**src/rtl/alu_share_arbiter.sv**
```systemverilog
// rtl/alu_share_arbiter.sv - round-robin sharing of one external ALU between two valid/ready requesters
module alu_share_arbiter #(
    parameter int WIDTH  = 32,
    parameter int CTRL_W = 4
) (
    input  logic              clk,
    input  logic              rst,
    input  logic              req0_valid,
    output logic              req0_ready,
    input  logic [WIDTH-1:0]  req0_a,
    input  logic [WIDTH-1:0]  req0_b,
    input  logic [CTRL_W-1:0] req0_ctrl,
    output logic              rsp0_valid,
    input  logic              rsp0_ready,
    output logic [WIDTH-1:0]  rsp0_result,
    output logic              rsp0_zero,
    input  logic              req1_valid,
    output logic              req1_ready,
    input  logic [WIDTH-1:0]  req1_a,
    input  logic [WIDTH-1:0]  req1_b,
    input  logic [CTRL_W-1:0] req1_ctrl,
    output logic              rsp1_valid,
    input  logic              rsp1_ready,
    output logic [WIDTH-1:0]  rsp1_result,
    output logic              rsp1_zero,
    output logic [WIDTH-1:0]  alu_a,
    output logic [WIDTH-1:0]  alu_b,
    output logic [CTRL_W-1:0] alu_ctrl,
    input  logic [WIDTH-1:0]  alu_result,
    input  logic              alu_zero,
    output logic              busy
);

    typedef enum logic [1:0] {IDLE, EXEC, RESP} state_t;

    state_t             state_q, state_d;
    logic [WIDTH-1:0]   a_q, a_d;
    logic [WIDTH-1:0]   b_q, b_d;
    logic [CTRL_W-1:0]  ctrl_q, ctrl_d;
    logic [WIDTH-1:0]   result_q, result_d;
    logic               zero_q, zero_d;
    logic               owner_q, owner_d;
    logic               last_grant_q, last_grant_d;
    logic               rsp0_valid_q, rsp0_valid_d;
    logic               rsp1_valid_q, rsp1_valid_d;
    logic               busy_q, busy_d;

    logic grant_any;
    logic grant_sel;
    logic rsp_take;

    // With both ports requesting, the one not served last wins.
    always_comb begin
        grant_any = req0_valid | req1_valid;
        if (req0_valid && req1_valid) begin
            grant_sel = ~last_grant_q;
        end else begin
            grant_sel = req1_valid;
        end
    end

    assign req0_ready = (state_q == IDLE) && !rst && grant_any && !grant_sel;
    assign req1_ready = (state_q == IDLE) && !rst && grant_any && grant_sel;
    assign rsp_take   = owner_q ? rsp1_ready : rsp0_ready;

    always_comb begin
        state_d      = state_q;
        a_d          = a_q;
        b_d          = b_q;
        ctrl_d       = ctrl_q;
        result_d     = result_q;
        zero_d       = zero_q;
        owner_d      = owner_q;
        last_grant_d = last_grant_q;
        rsp0_valid_d = rsp0_valid_q;
        rsp1_valid_d = rsp1_valid_q;
        busy_d       = busy_q;
        case (state_q)
            IDLE: begin
                if (grant_any) begin
                    a_d          = grant_sel ? req1_a    : req0_a;
                    b_d          = grant_sel ? req1_b    : req0_b;
                    ctrl_d       = grant_sel ? req1_ctrl : req0_ctrl;
                    owner_d      = grant_sel;
                    last_grant_d = grant_sel;
                    busy_d       = 1'b1;
                    state_d      = EXEC;
                end
            end
            EXEC: begin
                result_d     = alu_result;
                zero_d       = alu_zero;
                rsp0_valid_d = ~owner_q;
                rsp1_valid_d = owner_q;
                state_d      = RESP;
            end
            RESP: begin
                if (rsp_take) begin
                    rsp0_valid_d = 1'b0;
                    rsp1_valid_d = 1'b0;
                    busy_d       = 1'b0;
                    state_d      = IDLE;
                end
            end
            default: begin
                rsp0_valid_d = 1'b0;
                rsp1_valid_d = 1'b0;
                busy_d       = 1'b0;
                state_d      = IDLE;
            end
        endcase
    end

    always_ff @(posedge clk or posedge rst) begin
        if (rst) begin
            state_q      <= IDLE;
            a_q          <= '0;
            b_q          <= '0;
            ctrl_q       <= '0;
            result_q     <= '0;
            zero_q       <= 1'b0;
            owner_q      <= 1'b0;
            last_grant_q <= 1'b1;
            rsp0_valid_q <= 1'b0;
            rsp1_valid_q <= 1'b0;
            busy_q       <= 1'b0;
        end else begin
            state_q      <= state_d;
            a_q          <= a_d;
            b_q          <= b_d;
            ctrl_q       <= ctrl_d;
            result_q     <= result_d;
            zero_q       <= zero_d;
            owner_q      <= owner_d;
            last_grant_q <= last_grant_d;
            rsp0_valid_q <= rsp0_valid_d;
            rsp1_valid_q <= rsp1_valid_d;
            busy_q       <= busy_d;
        end
    end

    // ALU sees only registered operands, so its inputs never glitch.
    assign alu_a       = a_q;
    assign alu_b       = b_q;
    assign alu_ctrl    = ctrl_q;
    assign rsp0_valid  = rsp0_valid_q;
    assign rsp1_valid  = rsp1_valid_q;
    assign rsp0_result = result_q;
    assign rsp1_result = result_q;
    assign rsp0_zero   = zero_q;
    assign rsp1_zero   = zero_q;
    assign busy        = busy_q;

endmodule

```
**config.mk**
```make
export PLATFORM = sky130hd
export DESIGN_NAME = alu_share_arbiter
export DESIGN_NICKNAME = d
export VERILOG_FILES = /design/src/rtl/alu_share_arbiter.sv
export SDC_FILE = /design/constraint.sdc
export NUM_CORES = 1
export LEC_CHECK = 0
export ABC_AREA = 0
export CORE_MARGIN = 10
export CORE_UTILIZATION = 37
export CTS_CLUSTER_DIAMETER = 60
export DETAILED_ROUTE_END_ITERATION = 10
export PLACE_DENSITY = 0.79
export SLEW_MARGIN = 20
export SYNTH_ARGS = -nofsm -noshare
export SYNTH_HDL_FRONTEND = slang
export SYNTH_SLANG_ARGS = --single-unit
```
**constraint.sdc**
```tcl
create_clock -name clk -period 4.1 [get_ports clk]
set_input_delay 0.41 -clock clk [delete_from_list [all_inputs] [get_ports clk]]
set_output_delay 0.41 -clock clk [all_outputs]
set_load 0.05 [all_outputs]
```
==> results_tabular.tex <==
\begin{tabular}{lr}
\hline
Metric & Value \\
\hline
\multicolumn{2}{l}{\textbf{Outcome}} \\
\quad Run status & complete, no violations \\
\multicolumn{2}{l}{\textbf{Clocking}} \\
\quad TritonCTS Sinks & between 100 and 150 \\
\quad Number of H-tree levels & 3 \\
\quad Clock root cell & sky130\_fd\_sc\_hd\_\_clkbuf\_16 \\
\quad Hold-fix buffer count after cts & 0 \\
\quad Cts bufs inserted & 9 \\
\quad Clock transition at the registers of the reported paths & 0.07 ns \\
\quad Clock Latency Late Sink & 0.34 ns \\
\quad Clock Tree Buf Depth & 2 \\
\quad Number of post-CTS setup repair buffers & 0 \\
\quad TritonCTS clock tree & yes \\
\quad Post-cts gate resize count & 0 \\
\multicolumn{2}{l}{\textbf{Worst setup path}} \\
\quad Crit. End Element & primary output \\
\quad Worst R2R Start & state\_q[0] \\
\quad Delay-heaviest family, CP & buffers and inverters \\
\quad Max incr delay on CP & around 0.81 ns \\
\quad Critical Path Source Type & flop \\
\quad Critical Path Source & state\_q[0] \\
\quad Startpoint-to-endpoint class of the critical path & reg -> out \\
\quad Count of buffering cells on the critical path with inverters included & 1 \\
\quad Cell chain of the critical path & nor2\_1, and3\_2, and2\_1, clkdlybuf4s50\_1 \\
\quad Data required, critical path & $\sim$3.7 ns \\
\quad Crit Path Max Fanout & 6 \\
\quad Data arrival at the endpoint of the critical path & 2.21 ns \\
\quad Cell with the largest stage delay on the worst path & sky130\_fd\_sc\_hd\_\_clkdlybuf4s50\_1 \\
\multicolumn{2}{l}{\textbf{STA}} \\
\quad Setup repair after global routing missed its margin & no \\
\quad Hold violation total from the final report & 0 \\
\quad Setup TNS after final layout & 0 ns \\
\quad Transition time at the pin with the least slew margin & 0.7711 ns \\
\quad FMAX & $\sim$380 MHz \\
\quad Maximum clock skew at final layout & 0.008124 ns \\
\quad Final setup violating endpoints & 0 \\
\quad Final max-slew violation count & 0 \\
\quad Part of the cycle the worst path needs & 0.6381 \\
\quad Worst slack on hold paths & 0.5227 ns \\
\quad Final worst path period need & $\sim$2.6 ns \\
\quad Slew Limit Headroom & 0.4859 \\
\multicolumn{2}{l}{\textbf{Synthesis}} \\
\quad Cells after Synth & 370 \\
\quad FFs w/ async S/R, synth & 1.000 \\
\quad Most instantiated flip-flop cell in the synthesis netlist & sky130\_fd\_sc\_hd\_\_dfrtp\_1 \\
\quad Total of flip-flops plus latches after synthesis & 108 \\
\quad Net count of the mapped netlist & around 550 \\
\quad Cell taking the most area after synthesis & sky130\_fd\_sc\_hd\_\_dfrtp\_1 \\
\quad Sequential element share of the synthesized area & 0.5572 \\
\quad Area share of the leading cell type in the synthesized netlist & 0.5518 \\
\quad Leading post-synthesis cells by cell area & sky130\_fd\_sc\_hd\_\_dfrtp\_1 (55\%), sky130\_fd\_sc\_hd\_\_a221o\_1 (14\%), sky130\_fd\_sc\_hd\_\_o21a\_1 (11\%) \\
\quad Number of unique standard cell types used by synthesis & 24 \\
\quad Post-synthesis instance area & $\sim$0.0049 mm² \\
\quad Average cell area after synthesis & roughly 13 µm² \\
\quad Count of warnings emitted by yosys & 0 \\
\quad Count of flip-flops with a built-in enable after synthesis & 0 \\
\multicolumn{2}{l}{\textbf{Floorplanning}} \\
\quad Initial core utilization & 0.3814 \\
\quad IO Count & approximately 310 \\
\quad Standard-cell rows & 41 \\
\quad Core ar. & approximately 0.013 mm² \\
\quad Die area & $\sim$0.018 mm² \\
\quad Chip Height & approximately 130 µm \\
\quad Die Wd & 134.5 µm \\
\multicolumn{2}{l}{\textbf{Detailed routing}} \\
\quad First-pass DRT Iterations & 4 \\
\quad Detail-routed net length per standard cell & about 23 µm \\
\quad Detailed-route wire length & $\sim$19 mm \\
\quad Vias/cell & 5.216 \\
\quad Remaining design rule violation count & 0 \\
\quad DRC marker count from the first detailed-route iteration & between 200 and 250 \\
\quad Remaining antenna violation count after routing & 0 \\
\quad Via total after detailed routing & $\sim$4200 \\
\multicolumn{2}{l}{\textbf{Global route}} \\
\quad Number of antenna violations at the first check in global routing & 1 \\
\quad GRT Overall Usage & 0.1976 \\
\quad Vias in the first global route & roughly 4700 \\
\quad Global-route wire length before repair & around 28 mm \\
\quad Maximum number of pins on one net before global-route repair & just under 70 \\
\quad Global route overflow & 0 \\
\multicolumn{2}{l}{\textbf{Cells and area}} \\
\quad Most common library cell in the layout ignoring fill and taps & sky130\_fd\_sc\_hd\_\_clkdlybuf4s50\_1 \\
\quad Fraction of layout cells with a size suffix above 1 & 0.09859 \\
\quad Post-route non-filler standard cell count & a little over 800 \\
\quad Count of fill cells added during filler insertion & between 1000 and 1500 \\
\quad Area added between synthesis and finish & 67.84\% \\
\quad Cell area after layout & 0.008144 mm² \\
\quad Ant. Diodes & 0 \\
\quad Utilization of the core after routing & 0.6401 \\
\quad Fin nets & a little over 800 \\
\quad Most frequent cells in the layout & sky130\_fd\_sc\_hd\_\_clkdlybuf4s50\_1 (313), sky130\_fd\_sc\_hd\_\_dfrtp\_1 (107), sky130\_fd\_sc\_hd\_\_o21a\_1 (70), sky130\_fd\_sc\_hd\_\_a221o\_1 (68), sky130\_fd\_sc\_hd\_\_mux2\_2 (33) \\
\multicolumn{2}{l}{\textbf{Min path}} \\
\quad Worst hold path class & reg -> reg \\
\quad Hold Crit Start & busy \\
\multicolumn{2}{l}{\textbf{Run}} \\
\quad Max-cap viol count & 0 \\
\multicolumn{2}{l}{\textbf{Power and ir drop}} \\
\quad Power density relative to cell area & between 1000 and 1500 mW/mm² \\
\quad Sw power & roughly 4200 µW \\
\quad Power Internal & between 4000 and 5000 µW \\
\quad Sequential Power Share & 0.235 \\
\quad Switching Fraction & 0.5084 \\
\quad Combinational share of power & 0.661 \\
\quad Maximum vdd ir drop & roughly 0.40 mV \\
\quad Leakage power figure & $\sim$0.0033 µW \\
\quad Portion of total power attributed to the clock network & 0.104 \\
\multicolumn{2}{l}{\textbf{Placement}} \\
\quad Cell Count Post-Placement & between 700 and 800 \\
\quad Count of input and output buffers & 313 \\
\quad Gpl congestion & 0.7837 \\
\quad Total half-perimeter wirelength after legalization and detailed placement & between 10 and 15 mm \\
\quad Post-Place Cell Area & $\sim$0.0078 mm² \\
\hline
\end{tabular}
-- final timing paths --
kind	endpoint	slack, ns	cells past startpoint
min	busy	0.52	1
max in group asynchronous	alu_b[13]	2.25	4
min in group asynchronous	alu_b[6]	0.66	3
min reg2reg	busy	0.52	1
max	req1_ready	1.48	4
max reg2reg	busy	2.03	4
-- kinds of logic (layout without fill, tap and decap cells) --
group,Yosys count,in the layout,synth area share
buffers and inverters,71,340,0.09103
AO/OA/AOI/OAI,143,143,0.2576
multiplexers,35,35,0.08071
AND/OR/NAND/NOR,13,13,0.01341
flip-flops,108,108,0.5572
-- sequential cells by signal (all words and copies together) (netlist names) --
signal        cells
state_q           2
busy              1
alu_a            32
alu_ctrl          4
owner_q           1
rsp1_valid        1
alu_b            32
rsp0_zero         1
rsp0_valid        1
rsp0_result      32
last_grant_q      1
-- layout make-up --
cell class	instances	area (µm²)	share of cell area
inverters	3	13.76	0.001690
well taps	172	215.2	0.02642
repair buffers	321	3193	0.3921
multi-input cells	191	1717	0.2108
clock buffers	10	229.0	0.02811
clock inverters	6	72.57	0.008911
flip-flops and latches	108	2704	0.3320
-- worst register-to-register path, cell delays in order (launching register included) --
cell and delay (ns):
sky130_fd_sc_hd__dfrtp_1 0.47, sky130_fd_sc_hd__or2_2 0.48, sky130_fd_sc_hd__buf_4 0.54, sky130_fd_sc_hd__nor2_1 0.23, sky130_fd_sc_hd__o22a_1 0.25
-- power by group through the flow --
| stage | Sequential, µW | Combinational, µW | Clock [µW] |
|---|---|---|---|
| 6_report | 1960 | 5520 | 870 |
| 5_1_grt | 2040 | 5750 | 925 |
| 4_1_cts | 1970 | 5570 | 892 |
| 3_5_place_dp | 1980 | 5560 | 0 |
| 3_3_place_gp | 1940 | 5490 | 0 |
| 2_1_floorplan | 3690 | 2160 | 0 |
-- stage by stage --
| step | worst slack [ns] | power, µW |
|---|---|---|
| 5_1_grt | 1.409 | 8715 |
| 4_1_cts | 1.490 | 8431 |
| 2_1_floorplan | 0.3795 | 5844 |
| 6_report | 1.484 | 8351 |
| 3_3_place_gp | 1.568 | 7438 |
| 3_5_place_dp | 1.585 | 7540 |
-- cell usage after synthesis, types with 2 or more instances --
library cell	n
sky130_fd_sc_hd__a221o_1	68
sky130_fd_sc_hd__and3_1	2
sky130_fd_sc_hd__buf_2	17
sky130_fd_sc_hd__buf_4	33
sky130_fd_sc_hd__buf_6	4
sky130_fd_sc_hd__clkbuf_1	14
sky130_fd_sc_hd__dfrtp_1	107
sky130_fd_sc_hd__inv_1	3
sky130_fd_sc_hd__mux2_2	33
sky130_fd_sc_hd__mux2i_1	2
sky130_fd_sc_hd__nand2_1	2
sky130_fd_sc_hd__nor2_1	4
sky130_fd_sc_hd__o21a_1	70
-- layer usage --
layer	wire, µm	GRT usage
met2	9551	0.3512
met5	0	0
met4	447	0.06832
met3	1746	0.07418
met1	6825	0.2099
Note: power is estimated with default switching activity, not from simulation.
